==> config.mk <==
export PLATFORM = sky130hd
export DESIGN_NAME = seq_mul_arbiter
export DESIGN_NICKNAME = d
export VERILOG_FILES = /design/src/rtl/seq_mul_arbiter.sv
export SDC_FILE = /design/constraint.sdc
export NUM_CORES = 1
export LEC_CHECK = 0
export BUFFER_PORTS_ARGS = -buffer_cell sky130_fd_sc_hd__buf_2
export CORE_MARGIN = 5
export CORE_UTILIZATION = 50
export DETAILED_ROUTE_END_ITERATION = 12
export PLACE_DENSITY = 0.71
export SLEW_MARGIN = 20
export SYNTH_ARGS = -nofsm -noshare
export SYNTH_HDL_FRONTEND = slang
export SYNTH_SLANG_ARGS = --single-unit
==> constraint.sdc <==
create_clock -name clk -period 3.08 [get_ports clk]
set_clock_uncertainty 0.1 [all_clocks]
set_input_delay 0.462 -clock clk [delete_from_list [all_inputs] [get_ports clk]]
set_output_delay 0.462 -clock clk [all_outputs]
set_load 0.05 [all_outputs]
==> src/rtl/seq_mul_arbiter.sv <==
// seq_mul_arbiter: a shift-and-add multiplier shared by two requesters.
// A round-robin arbiter picks one requester at a time. The winner's operands
// are latched, the product is built one multiplier bit per clock, and the
// winner gets a grant pulse and later a done pulse. Every job takes the same
// number of cycles, whatever the operand values.
module seq_mul_arbiter #(
    parameter int WIDTH = 6
) (
    input  logic                 clk,
    input  logic                 rst,
    input  logic                 req0,
    input  logic [WIDTH-1:0]     a0,
    input  logic [WIDTH-1:0]     b0,
    input  logic                 req1,
    input  logic [WIDTH-1:0]     a1,
    input  logic [WIDTH-1:0]     b1,
    output logic                 gnt0,
    output logic                 gnt1,
    output logic                 done0,
    output logic                 done1,
    output logic                 busy,
    output logic [2*WIDTH-1:0]   product
);

    localparam int PW = 2 * WIDTH;
    localparam int CW = (WIDTH > 1) ? $clog2(WIDTH) : 1;

    typedef enum logic [1:0] {
        IDLE,
        RUN,
        DONE
    } state_t;

    state_t           r_state;
    state_t           w_stateNext;

    logic             r_last;
    logic             r_owner;
    logic [WIDTH-1:0] r_la;
    logic [WIDTH-1:0] r_lb;
    logic [PW-1:0]    r_acc;
    logic [CW-1:0]    r_cnt;

    logic             w_anyReq;
    logic             w_winner;
    logic             w_grant;
    logic             w_lastBit;
    logic             w_finish;
    logic [PW-1:0]    w_partial;

    // On a tie, the requester that was not served last wins. A lone requester always wins.
    assign w_anyReq  = req0 | req1;
    assign w_winner  = (req0 & req1) ? ~r_last : ~req0;
    assign w_lastBit = (r_cnt == CW'(WIDTH - 1));
    assign w_partial = r_la[r_cnt] ? (PW'(r_lb) << r_cnt) : '0;

    // Next-state logic. Requests are only looked at in IDLE.
    always_comb begin
        w_stateNext = r_state;
        w_grant     = 1'b0;
        w_finish    = 1'b0;
        case (r_state)
            IDLE: begin
                if (w_anyReq) begin
                    w_grant     = 1'b1;
                    w_stateNext = RUN;
                end
            end
            RUN: begin
                if (w_lastBit) begin
                    w_stateNext = DONE;
                end
            end
            DONE: begin
                w_finish    = 1'b1;
                w_stateNext = IDLE;
            end
            default: begin
                w_stateNext = IDLE;
            end
        endcase
    end

    // State register. An asynchronous reset abandons any job that is in flight.
    always_ff @(posedge clk or negedge rst) begin
        if (!rst) begin
            r_state <= IDLE;
        end else begin
            r_state <= w_stateNext;
        end
    end

    // Datapath: latch operands at the grant, add one partial product per RUN cycle, publish the result in DONE.
    always_ff @(posedge clk or negedge rst) begin
        if (!rst) begin
            r_la    <= '0;
            r_lb    <= '0;
            r_acc   <= '0;
            r_cnt   <= '0;
            r_owner <= 1'b0;
            r_last  <= 1'b1;
            product <= '0;
        end else begin
            if (w_grant) begin
                r_la    <= w_winner ? a1 : a0;
                r_lb    <= w_winner ? b1 : b0;
                r_acc   <= '0;
                r_cnt   <= '0;
                r_owner <= w_winner;
                r_last  <= w_winner;
            end
            if (r_state == RUN) begin
                r_acc <= r_acc + w_partial;
                r_cnt <= r_cnt + 1'b1;
            end
            if (w_finish) begin
                product <= r_acc;
            end
        end
    end

    // Registered handshake outputs. busy also covers the done cycle, even though the FSM is already back in IDLE then.
    always_ff @(posedge clk or negedge rst) begin
        if (!rst) begin
            gnt0  <= 1'b0;
            gnt1  <= 1'b0;
            done0 <= 1'b0;
            done1 <= 1'b0;
            busy  <= 1'b0;
        end else begin
            gnt0  <= w_grant & ~w_winner;
            gnt1  <= w_grant & w_winner;
            done0 <= w_finish & ~r_owner;
            done1 <= w_finish & r_owner;
            busy  <= (w_stateNext != IDLE) | w_finish;
        end
    end

endmodule

==> impl_metrics.toml <==
[setup_path]
criticalPathCategory = "register to register"
cp-start-kind = "register"
path_cells = "mux4_2, nand2_2, o31a_1, a21oi_1, ha_1, nand2_2, o31ai_4, a31oi_4, or4_1, nand3_1"
path_depth = 10
path_buf_inv = 0
crit_family = "compound AO/OA/AOI/OAI gates"
slowest_stage = "mux4_2"
cp_slowest_stage_delay_ns = 0.51
r2r_cells = 10
end_kind = "register"
arrival_ns = 3.06
critPathMostFrequentCell = "nand2_2"
r2r_slack_ns = 0.16
crit_fanout = 5
crit_required_ns = 3.22

[status]
status = "finished clean"

[worst_hold_path]
hp-class = "primary input to async pin"

[die]
core-area_um2 = 5110
initial_core_util = 0.512
die-height_um = 82.4
rows = 26
dieArea_um2 = 6780
floorplan.die.width_um = 82.4
io_pins = 45

[synthesis]
syn_inst = 253
ys_types = 47
seq_area_frac_synth = 0.459
synthTopCellsByCount = "47 x dfrtp_1, 18 x inv_1, 16 x nand2_1, 16 x nand3_1, 15 x mux2_2"
synth_top_area_frac = 0.449
avgSynthCellArea_um2 = 10.3
synth_area_um2 = 2620
synth_edf_count = 0
synth_area_leader_cell = "dfrtp_1"
async_flop_share = 1.00
synth_nets = 295
yosys-top-cells-area = "dfrtp_1 45%, mux2_2 6.5%, ha_1 6.2%, a222oi_1 4.6%, nand3_1 3.1%"
synth-seq-cells = 48
yosysWarnings = 0
synth.most_common_cell = "dfrtp_1"
ys.flop_type = "dfrtp_1"

[clocking]
cts_resized = 0
clkLatencyLatePin_ns = 0.30
clkTransAtPathRegs_ns = 0.09
cts_buffers = 5
post_cts_buffers = 0
cts_sinks = 48
cts_hold_buf = 0
h-tree-depth = 2
cts_tree = "built"
clockBufferDepth = 2
root_buffer = "clkbuf_8"

[final_layout]
fillers = 454
diodes = 0
drive_gt1_frac = 0.282
design_area_um2 = 3050
area_growth_pct = 16.3
post-route-util = 0.596
nets = 339

[global_route]
grt_busiest_layer = "met2"
grt_use_met2 = 0.265
grt_usage = 0.178
first_global_vias = 1923
antenna_found_initial = 0
use_met3 = 0.0477
met1_usage = 0.251
grt_max_degree = 49
grt_pass1_wl_mm = 9.27
grt_overflow_total = 0

[placed_design]
hpwl_mm = 4.15
dp_slack_ns = 0.0566
port_buffers = 44
routabilityCongestion = 0.882
post_dp_cell_area_um2 = 2920

[sta]
slew_headroom = 0.441
setup_viol = 0
clock.fmax_ghz = 0.342
hold_ws_ns = 0.0659
min_period_over_period = 0.950
worst_pin_slew_ns = 0.839
finalWorstSetupSlack_ns = 0.155
hold_violations = 0
finalMaxSlewViolations = 0
min_period_ns = 2.92

[route]
vias = 2057
firstDrtPassIters = 5
wirelength_mm = 5.59
viasPerCell = 5.59
wl_per_cell_um = 15.2
drc = 0
detail-route-antenna-nets = 0
drt_iter0_drc = 170

[run]
cap_viol_max_count = 0

[power]
powerDensity_nw_per_um2 = 1120
p_leak_nw = 1.47
ir_drop_mv = 0.564
-- flip-flops by register name (all words and copies together), names as in the netlist, 2 cells and up --
register / count
product: 12
r_acc: 12
r_cnt: 3
r_la: 6
r_lb: 6
r_state: 2
-- through the flow --
stage                     setup TNS (ns)  total power, mW  instances
after floorplan                        0             2.56        253
after global placement                 0             2.95        360
after detailed placement               0             2.99        360
after CTS                              0             3.39        368
after global routing            -0.00974             3.70        368
final                                  0             3.42        368
-- worst reg2reg max path, delay by kind of cell (launching register included) --
kind | cells | cell delay [ns]
AO/OA/AOI/OAI | 4 | 0.81
adder cells (fa/ha/maj) | 1 | 0.36
flip-flops | 1 | 0.37
multiplexers | 1 | 0.51
AND/OR/NAND/NOR | 4 | 0.71
-- final timing paths --
| path | to | start |
|---|---|---|
| worst max-delay path | r_acc[9] | r_cnt[0] |
| worst min-delay path | r_owner | rst |
| worst max register to register | r_acc[9] | r_cnt[0] |
| worst min register to register | done0 | r_owner |
| max in group asynchronous | r_cnt[1] | rst |
| min in group clk | r_la[5] | a1[5] |
-- power breakdown --
group	internal [mW]	switching, mW
registers	0.910	0.195
clock network	0.183	0.208
logic	0.741	1.18
-- cell type report --
| cell class | instances | area [um^2] | share of cell area |
|---|---|---|---|
| inverters | 18 | 67.6 | 0.0222 |
| clock inverters | 1 | 7.51 | 0.00247 |
| well taps | 70 | 87.6 | 0.0288 |
| clock buffers | 7 | 86.3 | 0.0283 |
| repair buffers | 50 | 268 | 0.0879 |
| multi-input cells | 174 | 1330 | 0.435 |
| flip-flops and latches | 48 | 1200 | 0.395 |
-- kinds of logic after synthesis --
| family | count (synthesis) | synth area share |
|---|---|---|
| and+or+nand+nor | 67 | 0.125 |
| AOI/OAI and AO/OA | 64 | 0.180 |
| DFF | 48 | 0.459 |
| buffers and inverters | 31 | 0.0464 |
| muxes | 23 | 0.0999 |
| adders and majority gates | 14 | 0.0698 |
| xor gates and xnor gates | 6 | 0.0201 |
-- metal layers --
layer / up-vias / wire [um]
li1: 1016 / -
met1: 973 / 2660
met2: 59 / 2580
met3: 9 / 285
met4: 0 / 74
met5: - / 0
-- cells in the final DEF, fill, tap and decap left out, types with 2 or more instances in the layout --
master | synthesis | layout
dfrtp_1 | 47 | 47
buf_2 | 4 | 43
inv_1 | 18 | 18
nand3_1 | 16 | 16
nand2_1 | 16 | 15
mux2_2 | 15 | 15
o21ai_0 | 14 | 14
ha_1 | 13 | 13
nor2_1 | 12 | 12
a222oi_1 | 12 | 12
a21oi_1 | 12 | 10
a21o_1 | 9 | 9
mux2i_1 | 7 | 7
buf_4 | 0 | 7
clkbuf_8 | 0 | 6
nor2b_1 | 4 | 4
nor3_1 | 5 | 4
xor2_1 | 4 | 4
and3_1 | 3 | 3
nand2b_1 | 2 | 2
and2_1 | 2 | 2
nand2_2 | 1 | 2
o211ai_1 | 2 | 2
a21oi_2 | 0 | 2
o21a_1 | 2 | 2
xnor2_1 | 2 | 2
Note: power is estimated with default switching activity, not from simulation.
